## config.mk

```make
export PLATFORM = sky130hd
export DESIGN_NAME = ldd_wdis_ctrl
export DESIGN_NICKNAME = d
export VERILOG_FILES = /design/src/rtl/ldd_pkg.sv /design/src/rtl/OBUFDS.sv /design/src/rtl/ldd_wdis_ch.sv /design/src/rtl/ldd_wdis_ctrl.sv
export SDC_FILE = /design/constraint.sdc
export NUM_CORES = 1
export LEC_CHECK = 0
export BUFFER_PORTS_ARGS = -buffer_cell sky130_fd_sc_hd__buf_4
export CORE_MARGIN = 8
export CORE_UTILIZATION = 40
export DETAILED_ROUTE_END_ITERATION = 6
export GPL_TIMING_DRIVEN = 1
export PLACE_DENSITY = 0.69
export SLEW_MARGIN = 20
export SYNTH_ARGS = -nofsm -noshare
export SYNTH_HDL_FRONTEND = slang
export SYNTH_SLANG_ARGS = --single-unit
export TNS_END_PERCENT = 10
```

## constraint.sdc

```tcl
create_clock -name clk200 -period 2 [get_ports clk200]
set_input_delay 0.1 -clock clk200 [delete_from_list [all_inputs] [get_ports clk200]]
set_output_delay 0.1 -clock clk200 [all_outputs]
set_load 0.02 [all_outputs]
```

## src/rtl/ldd_pkg.sv

```systemverilog
// Shared definitions for the laser-driver write-disable controller:
// mode encodings, per-channel FSM states and counter sizing helper.
package ldd_pkg;

  typedef enum logic [1:0] {
    MODE_COM  = 2'b00,
    MODE_CAP  = 2'b01,
    MODE_FOFF = 2'b10,
    MODE_RSVD = 2'b11
  } mode_e;

  typedef enum logic [1:0] {
    ST_OFF  = 2'b00,
    ST_ARM  = 2'b01,
    ST_ON   = 2'b10,
    ST_HOLD = 2'b11
  } ch_state_e;

  // Bits needed to count 0 .. max(a,b)-1, never less than one bit.
  function automatic int cnt_width(input int a, input int b);
    int m;
    m = (a > b) ? a : b;
    return (m <= 2) ? 1 : $clog2(m);
  endfunction

endpackage

```

## src/rtl/OBUFDS.sv

```systemverilog
// Behavioural stand-in for the vendor differential output buffer, used for
// simulation and lint only; the vendor library cell replaces it in the build.
module OBUFDS #(
  parameter string IOSTANDARD = "DEFAULT",
  parameter string SLEW       = "SLOW"
) (
  output logic O,
  output logic OB,
  input  logic I
);

  // Parameters only steer the real pad cell; referenced here so they are visible.
  if (IOSTANDARD == "" || SLEW == "") begin : g_unset_attr
  end

  assign O  = I;
  assign OB = ~I;

endmodule

```

## src/rtl/ldd_wdis_ch.sv

```systemverilog
// One write-disable channel: OFF/ARM/ON/HOLD sequencer with a shared
// arm/hold counter and the registered laser drive bit (1 = laser enabled).
module ldd_wdis_ch
  import ldd_pkg::*;
#(
  parameter int ARM_CYC  = 200,
  parameter int HOLD_CYC = 400
) (
  input  logic clk200,
  input  logic rst,
  input  logic en_req_i,
  output logic drive_o,
  output logic arm_busy_o
);

  localparam int            CW        = cnt_width(ARM_CYC, HOLD_CYC);
  localparam logic [CW-1:0] ARM_LAST  = CW'(ARM_CYC - 1);
  localparam logic [CW-1:0] HOLD_LAST = CW'(HOLD_CYC - 1);

  ch_state_e     state_q;
  logic [CW-1:0] cnt_q;
  logic          drive_q;

  // Sequencer; the drive bit is written on the same edge as the state that owns it.
  always_ff @(posedge clk200) begin
    if (rst) begin
      state_q <= ST_OFF;
      cnt_q   <= '0;
      drive_q <= 1'b0;
    end else begin
      case (state_q)
        ST_OFF: begin
          drive_q <= 1'b0;
          if (en_req_i) begin
            state_q <= ST_ARM;
            cnt_q   <= '0;
          end
        end
        ST_ARM: begin
          if (!en_req_i) begin
            state_q <= ST_OFF;
            cnt_q   <= '0;
          end else if (cnt_q == ARM_LAST) begin
            state_q <= ST_ON;
            cnt_q   <= '0;
            drive_q <= 1'b1;
          end else begin
            cnt_q <= cnt_q + 1'b1;
          end
        end
        ST_ON: begin
          if (!en_req_i) begin
            state_q <= ST_HOLD;
            cnt_q   <= '0;
            drive_q <= 1'b0;
          end
        end
        ST_HOLD: begin
          // Minimum off time: requests are ignored until the hold expires.
          drive_q <= 1'b0;
          if (cnt_q == HOLD_LAST) begin
            state_q <= ST_OFF;
            cnt_q   <= '0;
          end else begin
            cnt_q <= cnt_q + 1'b1;
          end
        end
        default: begin
          state_q <= ST_OFF;
          cnt_q   <= '0;
          drive_q <= 1'b0;
        end
      endcase
    end
  end

  assign drive_o    = drive_q;
  assign arm_busy_o = (state_q == ST_ARM) || (state_q == ST_HOLD);

endmodule

```

## src/rtl/ldd_wdis_ctrl.sv

```systemverilog
// Laser-driver write-disable controller: input capture, enable qualification
// (mode, watchdog, mode-change blanking), per-channel sequencers, status and pads.
module ldd_wdis_ctrl
  import ldd_pkg::*;
#(
  parameter int N_CH     = 3,
  parameter int ARM_CYC  = 200,
  parameter int HOLD_CYC = 400,
  parameter int WDOG_CYC = 2000000
) (
  input  logic            clk200,
  input  logic            rst,
  input  logic [1:0]      mode,
  input  logic [N_CH-1:0] cap_wdis,
  input  logic [N_CH-1:0] com_wdis,
  input  logic            com_kick,
  input  logic            wdog_clr,
  output logic [N_CH-1:0] wdis_out,
  output logic [N_CH-1:0] arm_busy,
  output logic            wdog_trip,
  output logic [N_CH-1:0] ldd_wp,
  output logic [N_CH-1:0] ldd_wn
);

  localparam int            WW        = cnt_width(WDOG_CYC, 1);
  localparam logic [WW-1:0] WDOG_LAST = WW'(WDOG_CYC - 1);

  mode_e           mode_r_q;
  mode_e           mode_prev_q;
  logic [N_CH-1:0] wdis_sel_q;
  logic [N_CH-1:0] en_req_d;
  logic [N_CH-1:0] en_req_q;
  logic            en_ok;
  logic [WW-1:0]   wcnt_q;
  logic            trip_q;
  logic [N_CH-1:0] drive;
  logic [N_CH-1:0] wdis_out_q;

  // Stage 0: capture mode and the request vector selected by the incoming mode.
  always_ff @(posedge clk200) begin
    if (rst) begin
      mode_r_q    <= MODE_FOFF;
      mode_prev_q <= MODE_FOFF;
      wdis_sel_q  <= '1;
    end else begin
      mode_r_q    <= mode_e'(mode);
      mode_prev_q <= mode_r_q;
      wdis_sel_q  <= (mode_e'(mode) == MODE_CAP) ? cap_wdis : com_wdis;
    end
  end

  // Enable only in COM/CAP, never while tripped, and never in the cycle the mode changes.
  always_comb begin
    en_ok    = ((mode_r_q == MODE_COM) || (mode_r_q == MODE_CAP)) &&
               !trip_q && (mode_r_q == mode_prev_q);
    en_req_d = ~wdis_sel_q & {N_CH{en_ok}};
  end

  // Stage 1: register the qualified enable that the channel sequencers act on.
  always_ff @(posedge clk200) begin
    if (rst) begin
      en_req_q <= '0;
    end else begin
      en_req_q <= en_req_d;
    end
  end

  // COM watchdog: counts while in COM, a kick beats a same-cycle expiry, trip is sticky.
  always_ff @(posedge clk200) begin
    if (rst) begin
      wcnt_q <= '0;
      trip_q <= 1'b0;
    end else begin
      if (mode_r_q != MODE_COM || com_kick || wcnt_q == WDOG_LAST) begin
        wcnt_q <= '0;
      end else begin
        wcnt_q <= wcnt_q + 1'b1;
      end
      if (wdog_clr) begin
        trip_q <= 1'b0;
      end else if (mode_r_q == MODE_COM && !com_kick && wcnt_q == WDOG_LAST) begin
        trip_q <= 1'b1;
      end
    end
  end

  // Stage 2: per-channel sequencers and differential pads.
  for (genvar g = 0; g < N_CH; g++) begin : g_ch
    ldd_wdis_ch #(
      .ARM_CYC  (ARM_CYC),
      .HOLD_CYC (HOLD_CYC)
    ) u_ch (
      .clk200     (clk200),
      .rst        (rst),
      .en_req_i   (en_req_q[g]),
      .drive_o    (drive[g]),
      .arm_busy_o (arm_busy[g])
    );

    OBUFDS #(
      .SLEW ("SLOW")
    ) u_obuf (
      .O  (ldd_wp[g]),
      .OB (ldd_wn[g]),
      .I  (drive[g])
    );
  end

  // Stage 3: status copy of the drive, one register behind it.
  always_ff @(posedge clk200) begin
    if (rst) begin
      wdis_out_q <= '1;
    end else begin
      wdis_out_q <= ~drive;
    end
  end

  assign wdis_out  = wdis_out_q;
  assign wdog_trip = trip_q;

endmodule

```

== Word-level counts from Yosys, hierarchy flattened ==
Cells that the tools add are included.
Word-level totals
  input port bits: 12
  output and inout port bits: 13
  word-level logic and storage cells: 143
  register bits: 71
Cells by class
  bitwise operators: 6
  reduce and logical (&&, ||, !) cells: 31
  muxes and demuxes: 49
  equal/unequal tests: 37
  add/subtract/negate cells: 4
Operators with widths (count)
  9-bit two-way mux: 15
  9-bit case mux with 4 select lines: 3
  2-bit two-way mux: 15
  9-bit by 1-bit adder with 9-bit output (second input constant): 3
  9-bit by 8-bit equality test with 1-bit output (second input constant): 3
  9-bit equality test (second input constant): 3
  2-bit case mux with 4 select lines: 3
  21-bit by 1-bit adder with 21-bit output (second input constant): 1
  21-bit equality test (second input constant): 1
  2-bit != test (second input constant): 9
  2-bit equality test (second input constant): 6
  2-bit by 1-bit != test with 1-bit output (second input constant): 6
  4-bit AND reduction: 3
  2-bit by 1-bit equality test with 1-bit output (second input constant): 5
  2-bit OR reduction: 5
  1-bit two-way mux: 9
  3-bit by 2-bit != test with 1-bit output (second input constant): 3
  1-bit case mux with 3 select lines: 3
  3-bit AND reduction: 3
  2-bit logical NOT: 4
  1-bit logical OR: 6
  3-bit NOT: 2
  2-bit AND reduction: 3
  1-bit logical AND: 4
  6 further kinds: 9

== Logic depth before layout (Yosys ltp) ==
Gate-level depths: netlist of the first run.
  depth in word-level cells: 5
  gate-level depth with buffers: 7
  mapped depth without buffers: 6

== Cells and area by module ==
Synthesis of the first run repeated with hierarchy kept, for this count alone.
Second synthesis, totals
  cell total of the unflattened synthesis: 379
  area total of the unflattened synthesis: 3479.6 um^2
Modules (own cells, without submodules)
  ldd_wdis_ch: area an instance 683.2 um^2, sequential area each 240.2 um^2, instances 3, cells an instance 75
  ldd_wdis_ctrl: area an instance 1396.3 um^2, sequential area each 700.7 um^2, instances 1, cells an instance 148
  OBUFDS: area an instance 11.3 um^2, sequential area each 0.0 um^2, instances 3, cells an instance 2

== Worst setup path before layout of the first run ==
Ideal clock, no wire load.
  path kind: register to register
  start: register g_ch[2].u_ch.cnt_q[0]
  end: register g_ch[2].u_ch.cnt_q[7]
  period minus slack after synthesis: 1.673 ns
  stages on the path, launching flop included: 7
  required time: 1.874 ns
  arrival time: 1.547 ns
  setup slack: 0.327 ns
  cells stage by stage: dfxtp_1 > ha_1 > nand4bb_2 > o41ai_4 > a21oi_2 > a41oi_1 > a31oi_1
Between the ends
  word-level cells in the longest chain between the ends: 4
RTL lines
  start: declaration: line ldd_wdis_ch.sv:21  | logic [CW-1:0] cnt_q;
  start signal: assignment: line ldd_wdis_ch.sv:48  | cnt_q <= cnt_q + 1'b1;
  start signal: assignment: line ldd_wdis_ch.sv:65  | cnt_q <= cnt_q + 1'b1;
  9-bit by 1-bit adder with 9-bit output or 9-bit by 8-bit equality test with 1-bit output (tied branches): line ldd_wdis_ch.sv:48, ldd_wdis_ch.sv:65, ldd_wdis_ch.sv:43
  9-bit two-way mux: line ldd_wdis_ch.sv:43  | end else if (cnt_q == ARM_LAST) begin
  9-bit two-way mux: line ldd_wdis_ch.sv:40  | if (!en_req_i) begin
  9-bit case mux with 4 select lines (*): line ldd_wdis_ch.sv:31  | case (state_q)
Mark *: on every way between the ends. The rest lies on a longest branch, timed or not.
A chain may end at the register's enable or synchronous reset.

== Worst setup path in the final report of the first run ==
  start: register g_ch[0].u_ch.cnt_q[0]
  end: register g_ch[0].u_ch.cnt_q[7]
Between the ends
  word-level cells in the longest chain between the ends: 4
RTL lines (line)
  start: declaration: ldd_wdis_ch.sv:21
  start signal: assignment: ldd_wdis_ch.sv:48
  start signal: assignment: ldd_wdis_ch.sv:65
  9-bit by 1-bit adder with 9-bit output or 9-bit by 8-bit equality test with 1-bit output (tied branches): ldd_wdis_ch.sv:48, ldd_wdis_ch.sv:65, ldd_wdis_ch.sv:43
  9-bit two-way mux: ldd_wdis_ch.sv:43
  9-bit two-way mux: ldd_wdis_ch.sv:40
  9-bit case mux with 4 select lines (*): ldd_wdis_ch.sv:31
Marks and branches as above.

==> results of run 1 <==
power breakdown:
part | switching, mW | leakage [nW] | internal, mW
combinational | 0.0366 | 0.690 | 0.0423
clock | 0.519 | 0.109 | 0.675
sequential | 0.00439 | 0.574 | 1.42
total | 0.560 | 1.37 | 2.14
placed cells by master (no fill, tap or decap), types with 2 or more instances in the layout:
master	instances
sky130_fd_sc_hd__clkbuf_8	12
sky130_fd_sc_hd__clkinv_2	2
sky130_fd_sc_hd__nor2_1	46
sky130_fd_sc_hd__ha_1	2
sky130_fd_sc_hd__a211o_1	3
sky130_fd_sc_hd__a21o_1	2
sky130_fd_sc_hd__o21ai_0	13
sky130_fd_sc_hd__xnor2_1	12
sky130_fd_sc_hd__a41oi_1	2
sky130_fd_sc_hd__nor2b_1	5
sky130_fd_sc_hd__and4_1	2
sky130_fd_sc_hd__ha_2	2
sky130_fd_sc_hd__nand4_1	4
sky130_fd_sc_hd__nor4_1	3
sky130_fd_sc_hd__a22o_1	3
sky130_fd_sc_hd__a2111oi_0	2
sky130_fd_sc_hd__a31oi_1	6
sky130_fd_sc_hd__and2_1	2
sky130_fd_sc_hd__or2_2	3
sky130_fd_sc_hd__inv_1	7
sky130_fd_sc_hd__or3_1	4
sky130_fd_sc_hd__and3_1	7
sky130_fd_sc_hd__a22oi_1	2
sky130_fd_sc_hd__buf_4	30
sky130_fd_sc_hd__xor2_1	16
sky130_fd_sc_hd__nor3_1	15
sky130_fd_sc_hd__mux2i_1	3
sky130_fd_sc_hd__nor3b_1	2
sky130_fd_sc_hd__a21oi_1	14
sky130_fd_sc_hd__nand2b_1	3
sky130_fd_sc_hd__nand2_1	48
sky130_fd_sc_hd__dlygate4sd3_1	9
sky130_fd_sc_hd__or3b_2	2
sky130_fd_sc_hd__or4_1	2
sky130_fd_sc_hd__nor4b_1	2
sky130_fd_sc_hd__nand3_1	29
sky130_fd_sc_hd__dfxtp_1	71
sky130_fd_sc_hd__nand4b_1	6
final cells by class:
cell class,instances,share of cell area
clock buffers,13,0.04369
clock inverters,3,0.01036
inverters,8,0.007767
multi-input cells,289,0.4550
flip-flops and latches,71,0.3676
well taps,105,0.03398
repair buffers,39,0.08155
per-layer routing:
layer | routed length (um) | part of all wire | track usage | up-vias
met5 | 0 | 0 | 0 | -
met4 | 146 | 0.022 | 0.06244 | 0
met3 | 289 | 0.043 | 0.02695 | 13
met2 | 3075 | 0.46 | 0.1889 | 57
met1 | 3163 | 0.47 | 0.1483 | 1277
li1 | - | - | - | 1419
flip-flops by register name (all words and copies together), names as in the netlist, named ones only:
signal,flops
g_ch.u_ch.state_q,3
wdis_sel_q,3
en_req_q,3
g_ch.u_ch.drive_o,3
mode_r_q,2
wdog_trip,1
wdis_out,3
g_ch.u_ch.cnt_q,27
wcnt_q,21
mode_prev_q,2
worst paths after layout:
path                                                         start                                  to  slack, ns  depth (start not counted)
worst max-delay path            g_ch[0].u_ch.cnt_q[0]$_SDFFE_PP0P_  g_ch[0].u_ch.cnt_q[7]$_SDFFE_PP0P_       0.16                          6
worst min-delay path                                           rst   g_ch[1].u_ch.drive_o$_SDFFE_PP0P_       0.07                          2
worst max register to register  g_ch[0].u_ch.cnt_q[0]$_SDFFE_PP0P_  g_ch[0].u_ch.cnt_q[7]$_SDFFE_PP0P_       0.16                          6
worst min register to register            wdis_sel_q[2]$_SDFF_PP1_              en_req_q[2]$_SDFF_PP0_       0.40                          1
cells by family (layout without fill, tap and decap cells):
| kind of cell | count (synthesis) | in the layout | synth area share |
|---|---|---|---|
| and+or+nand+nor | 194 | 194 | 0.2976 |
| DFF | 71 | 71 | 0.4258 |
| AOI/OAI and AO/OA | 60 | 60 | 0.1278 |
| buffers and inverters | 31 | 63 | 0.05135 |
| xor gates and xnor gates | 28 | 28 | 0.07346 |
| adders and majority gates | 4 | 4 | 0.01499 |
| muxes | 3 | 3 | 0.008996 |
critical path, stage by stage, from the launching register on:
cell                       delay (ns)
sky130_fd_sc_hd__dfxtp_1         0.37
sky130_fd_sc_hd__ha_2            0.24
sky130_fd_sc_hd__and3_1          0.24
sky130_fd_sc_hd__a31oi_1         0.17
sky130_fd_sc_hd__o211ai_4        0.35
sky130_fd_sc_hd__nor3_1          0.10
sky130_fd_sc_hd__a211o_1         0.26
stage by stage:
| step | worst slack [ns] | utilization | hold slack, ns | instance area (um2) | instances |
|---|---|---|---|---|---|
| after global routing | 0.03181 | 0.4753 | 0.08536 | 3866 | 528 |
| after CTS | 0.08485 | 0.4727 | 0.06773 | 3845 | 527 |
| final | 0.1613 | 0.4753 | 0.07271 | 3866 | 528 |
| after detailed placement | 0.1039 | 0.4359 | 0.2642 | 3546 | 502 |
| after floorplan | 0.3270 | - | 0.1768 | 3338 | 391 |
| after global placement | 0.1541 | 0.4359 | 0.2654 | 3546 | 502 |
what timing repair did:
action,4_1_cts,5_1_grt
hold buffers,9,0
setup endpoints to repair,0,8
setup buffers,0,1
endpoints found under the hold margin,6,0
gates resized for setup,0,3
==> qor.txt, run 1 <==
share of cells above drive strength 1 = 0.1442
Req. time, crit path = 2.23 ns
fraction of the cycle the final worst path needs = 0.9193
average vias per placed instance = 5.239
clock buffers created by TritonCTS = 9
final global-route overflow total = 0
GRT Total Usage = 0.1194
final-report hold violation count = 0
area share of the leading cell type in the synthesized netlist = 0.4258
EDFF count, synth = 0
number of maximum-capacitance constraint violations = 0
count of mapped cells out of synthesis = 391
area of combinational cells with multiple inputs = 0.001759 mm2
fin nets = 434
clock transition at the registers of the reported paths = 0.07 ns
number of library cell types mapped by synthesis = 61
detailed placer's ending HPWL = 4737 um
most numerous cell in the Yosys netlist = sky130_fd_sc_hd__dfxtp_1
die outline width = 107.4 um
Ant. Diodes = 0
outcome = finished clean
I/O pins = 25
syn nets = 407
number of warnings printed during yosys synthesis = 0
highest achievable clock rate = 543.9 MHz
Initial Util = 0.4104
Seq cells post-synth = 71
Final ANT Viol Nets = 0
CTS H-tree lvls = 3
post-detailed-route DRC marker count = 0
maximum number of pins on one net before global-route repair = 22
Worst Skew = 0.008434 ns
initial DRC count = 61
TritonCTS clock tree = done
Hold Path Class = primary input to flip-flop
clock insertion delay at the later pin of the skew report = 0.34 ns
post-synth top area cell = sky130_fd_sc_hd__dfxtp_1
summed negative setup slack over all endpoints = 0 ns
setup violators final = 0
power consumption = 2.699 mW
core area = 0.008134 mm2
height of the chip = 107.4 um
arrival time at the worst endpoint = 2.07 ns
I/O Buffers = 24
Main synth FF type = sky130_fd_sc_hd__dfxtp_1
first-pass detailed-route iteration total = 4
count of fill cells added during filler insertion = 779
Mapped Avg Cell Area = 8.538 um2
number of cell rows = 33
leakage power = 1.373 nW
worst-path maximum fanout = 9
Final Critical Period = 1.839 ns
unrepaired setup endpoints after global routing = no
critical path capture point type = flip-flop
largest vdd supply drop = 0.4047 mV
antenna violations before repair = 0
last weighted congestion value of the routability-driven placer = 0.8367
synthesis-to-layout area growth = 15.82%
post-detailed-routing wire length = 6675 um
vias in the first global route = 2512
Routed wire per std cell = 12.64 um
Worst Path Class, Setup = flip-flop to flip-flop
Die Area = 0.01153 mm2
flip-flop and latch area = 0.001421 mm2
category of the worst setup path launch point = flip-flop
max-slew violation count = 0
Clock Tree Buf Depth = 2
area of the mapped netlist = 0.003338 mm2
number of sinks on the clock net = 71
worst slew margin relative to its limit = 0.4036
list of most frequent post-synthesis cells = sky130_fd_sc_hd__dfxtp_1, sky130_fd_sc_hd__nand2_1, sky130_fd_sc_hd__nor2_1, sky130_fd_sc_hd__nand3_1, sky130_fd_sc_hd__xor2_1
Worst-Margin Slew = 0.8878 ns
sequential cell area fraction in the yosys report = 0.4258
Power per Cell Area = 698.2 mW/mm2
routed vias = 2766
synth top area cells = sky130_fd_sc_hd__dfxtp_1, sky130_fd_sc_hd__nand2_1, sky130_fd_sc_hd__nor2_1, sky130_fd_sc_hd__nand3_1, sky130_fd_sc_hd__xor2_1
global-route wire length before repair = 11320 um
fraction of synthesis flops using an asynchronous set or reset pin = 0
root buf cell = sky130_fd_sc_hd__clkbuf_8
No activity file was read; power rests on OpenSTA's default activity.
==> run 2, diff against run 1 <==
Settings changed: CORE_ASPECT_RATIO from default to 1.2, CTS_CLUSTER_DIAMETER from default to 40, HOLD_SLACK_MARGIN from default to 0.06.
==> qor.txt, run 2 (same netlist as run 1, synthesis figures left out) <==
Ant. Diodes = 0
maximum number of pins on one net before global-route repair = 22
TritonCTS clock tree = done
Power per Cell Area = 688.0 mW/mm2
average vias per placed instance = 5.292
vias in the first global route = 2718
clock insertion delay at the later pin of the skew report = 0.35 ns
CTS H-tree lvls = 3
registers with the most flip-flops = g_ch.u_ch.cnt_q: 27 flops, wcnt_q: 21 flops
number of sinks on the clock net = 71
synthesis-to-layout area growth = 15.55%
Worst Hold Margin = 0.09140 ns
Initial Util = 0.4117
number of cell rows = 36
critical path capture point type = flip-flop
height of the chip = 116.1 um
leakage power = 1.382 nW
I/O Buffers = 24
Req. time, crit path = 2.24 ns
routed vias = 2741
max FFs per register = 27
worst-path maximum fanout = 10
initial DRC count = 86
Worst Skew = 0.01177 ns
detailed placer's ending HPWL = 4735 um
largest vdd supply drop = 0.3159 mV
outcome = finished clean
category of the worst setup path launch point = flip-flop
core area = 0.008108 mm2
root buf cell = sky130_fd_sc_hd__clkbuf_8
area of combinational cells with multiple inputs = 0.001754 mm2
global-route wire length before repair = 11920 um
highest achievable clock rate = 543.5 MHz
Die Area = 0.01154 mm2
die outline width = 99.40 um
worst slew margin relative to its limit = 0.3984
Final Critical Period = 1.840 ns
postcts setup bufs = 0
setup violators final = 0
final-report hold violation count = 0
last weighted congestion value of the routability-driven placer = 0.8020
clock buffers created by TritonCTS = 9
Final ANT Viol Nets = 0
arrival time at the worst endpoint = 2.08 ns
register with the most flip-flops = g_ch.u_ch.cnt_q
most frequent cells in the layout = sky130_fd_sc_hd__dfxtp_1, sky130_fd_sc_hd__nand2_1, sky130_fd_sc_hd__nor2_1, sky130_fd_sc_hd__buf_4, sky130_fd_sc_hd__nand3_1
post-detailed-route DRC marker count = 0
summed negative setup slack over all endpoints = 0 ns
I/O pins = 25
Worst-Margin Slew = 0.8955 ns
count of fill cells added during filler insertion = 781
fin nets = 435
Routed wire per std cell = 13.05 um
first-pass detailed-route iteration total = 4
share of cells above drive strength 1 = 0.1395
Worst Path Class, Setup = flip-flop to flip-flop
GRT Total Usage = 0.1254
number of maximum-capacitance constraint violations = 0
Clock Tree Buf Depth = 2
post-detailed-routing wire length = 6761 um
flip-flop and latch area = 0.001421 mm2
final global-route overflow total = 0
Hold Path Class = primary input to flip-flop
antenna violations before repair = 0
most common cell after layout, fill and taps aside = sky130_fd_sc_hd__dfxtp_1
max-slew violation count = 0
clock transition at the registers of the reported paths = 0.07 ns
fraction of the cycle the final worst path needs = 0.9199
[run 2: metal layers]
layer | wire [um] | global-route usage | vias to the layer above
li1 | - | - | 1424
met1 | 3060 | 0.1441 | 1272
met5 | 0 | 0 | -
met4 | 178 | 0.07078 | 0
met2 | 3328 | 0.2130 | 30
met3 | 194 | 0.02584 | 15
[run 2: through the flow]
stage                     instances  utilization  worst slack (ns)  cell area [um2]  total power, mW
final                           518       0.4758            0.1601             3857            2.654
after global routing            518       0.4758         -0.004292             3857            2.746
after CTS                       518       0.4747            0.1073             3849            2.690
after detailed placement        494       0.4392            0.1198             3561            1.525
after global placement          494       0.4392            0.1531             3561            1.523
after floorplan                 391            -            0.3270             3338            1.491
[run 2: final timing paths]
path	slack, ns	end	cells past startpoint	from
max reg2reg	0.16	g_ch[0].u_ch.cnt_q[7]$_SDFFE_PP0P_	6	g_ch[0].u_ch.cnt_q[0]$_SDFFE_PP0P_
min	0.09	flip-flop	2	rst
min reg2reg	0.39	en_req_q[2]$_SDFF_PP0_	1	wdis_sel_q[2]$_SDFF_PP1_
max	0.16	g_ch[0].u_ch.cnt_q[7]$_SDFFE_PP0P_	6	g_ch[0].u_ch.cnt_q[0]$_SDFFE_PP0P_
[run 2: report_power, final]
part           switching [mW]  internal [mW]  leakage [nW]
Combinational          0.0381         0.0435         0.709
Clock                   0.511          0.636        0.0985
Sequential            0.00469           1.42         0.574
[run 2: timing repair]
action,CTS,global route
endpoints found under the setup margin,0,5
endpoints found under the hold margin,6,0
resized for setup,0,1
hold buffers,9,0
[run 2: critical path: stages, from the launching register on]
cell and delay (ns):
sky130_fd_sc_hd__dfxtp_1 0.37, sky130_fd_sc_hd__ha_1 0.25, sky130_fd_sc_hd__and3_1 0.26, sky130_fd_sc_hd__a31oi_1 0.17, sky130_fd_sc_hd__o211ai_4 0.34, sky130_fd_sc_hd__nor3_1 0.09
sky130_fd_sc_hd__a211o_1 0.27
[run 2: final cells by class]
cell class	count	share of cell area
flip-flops and latches	71	0.3685
clock buffers	12	0.04022
inverters	8	0.007785
multi-input cells	289	0.4548
clock inverters	3	0.01103
repair buffers	40	0.08693
well taps	95	0.03081
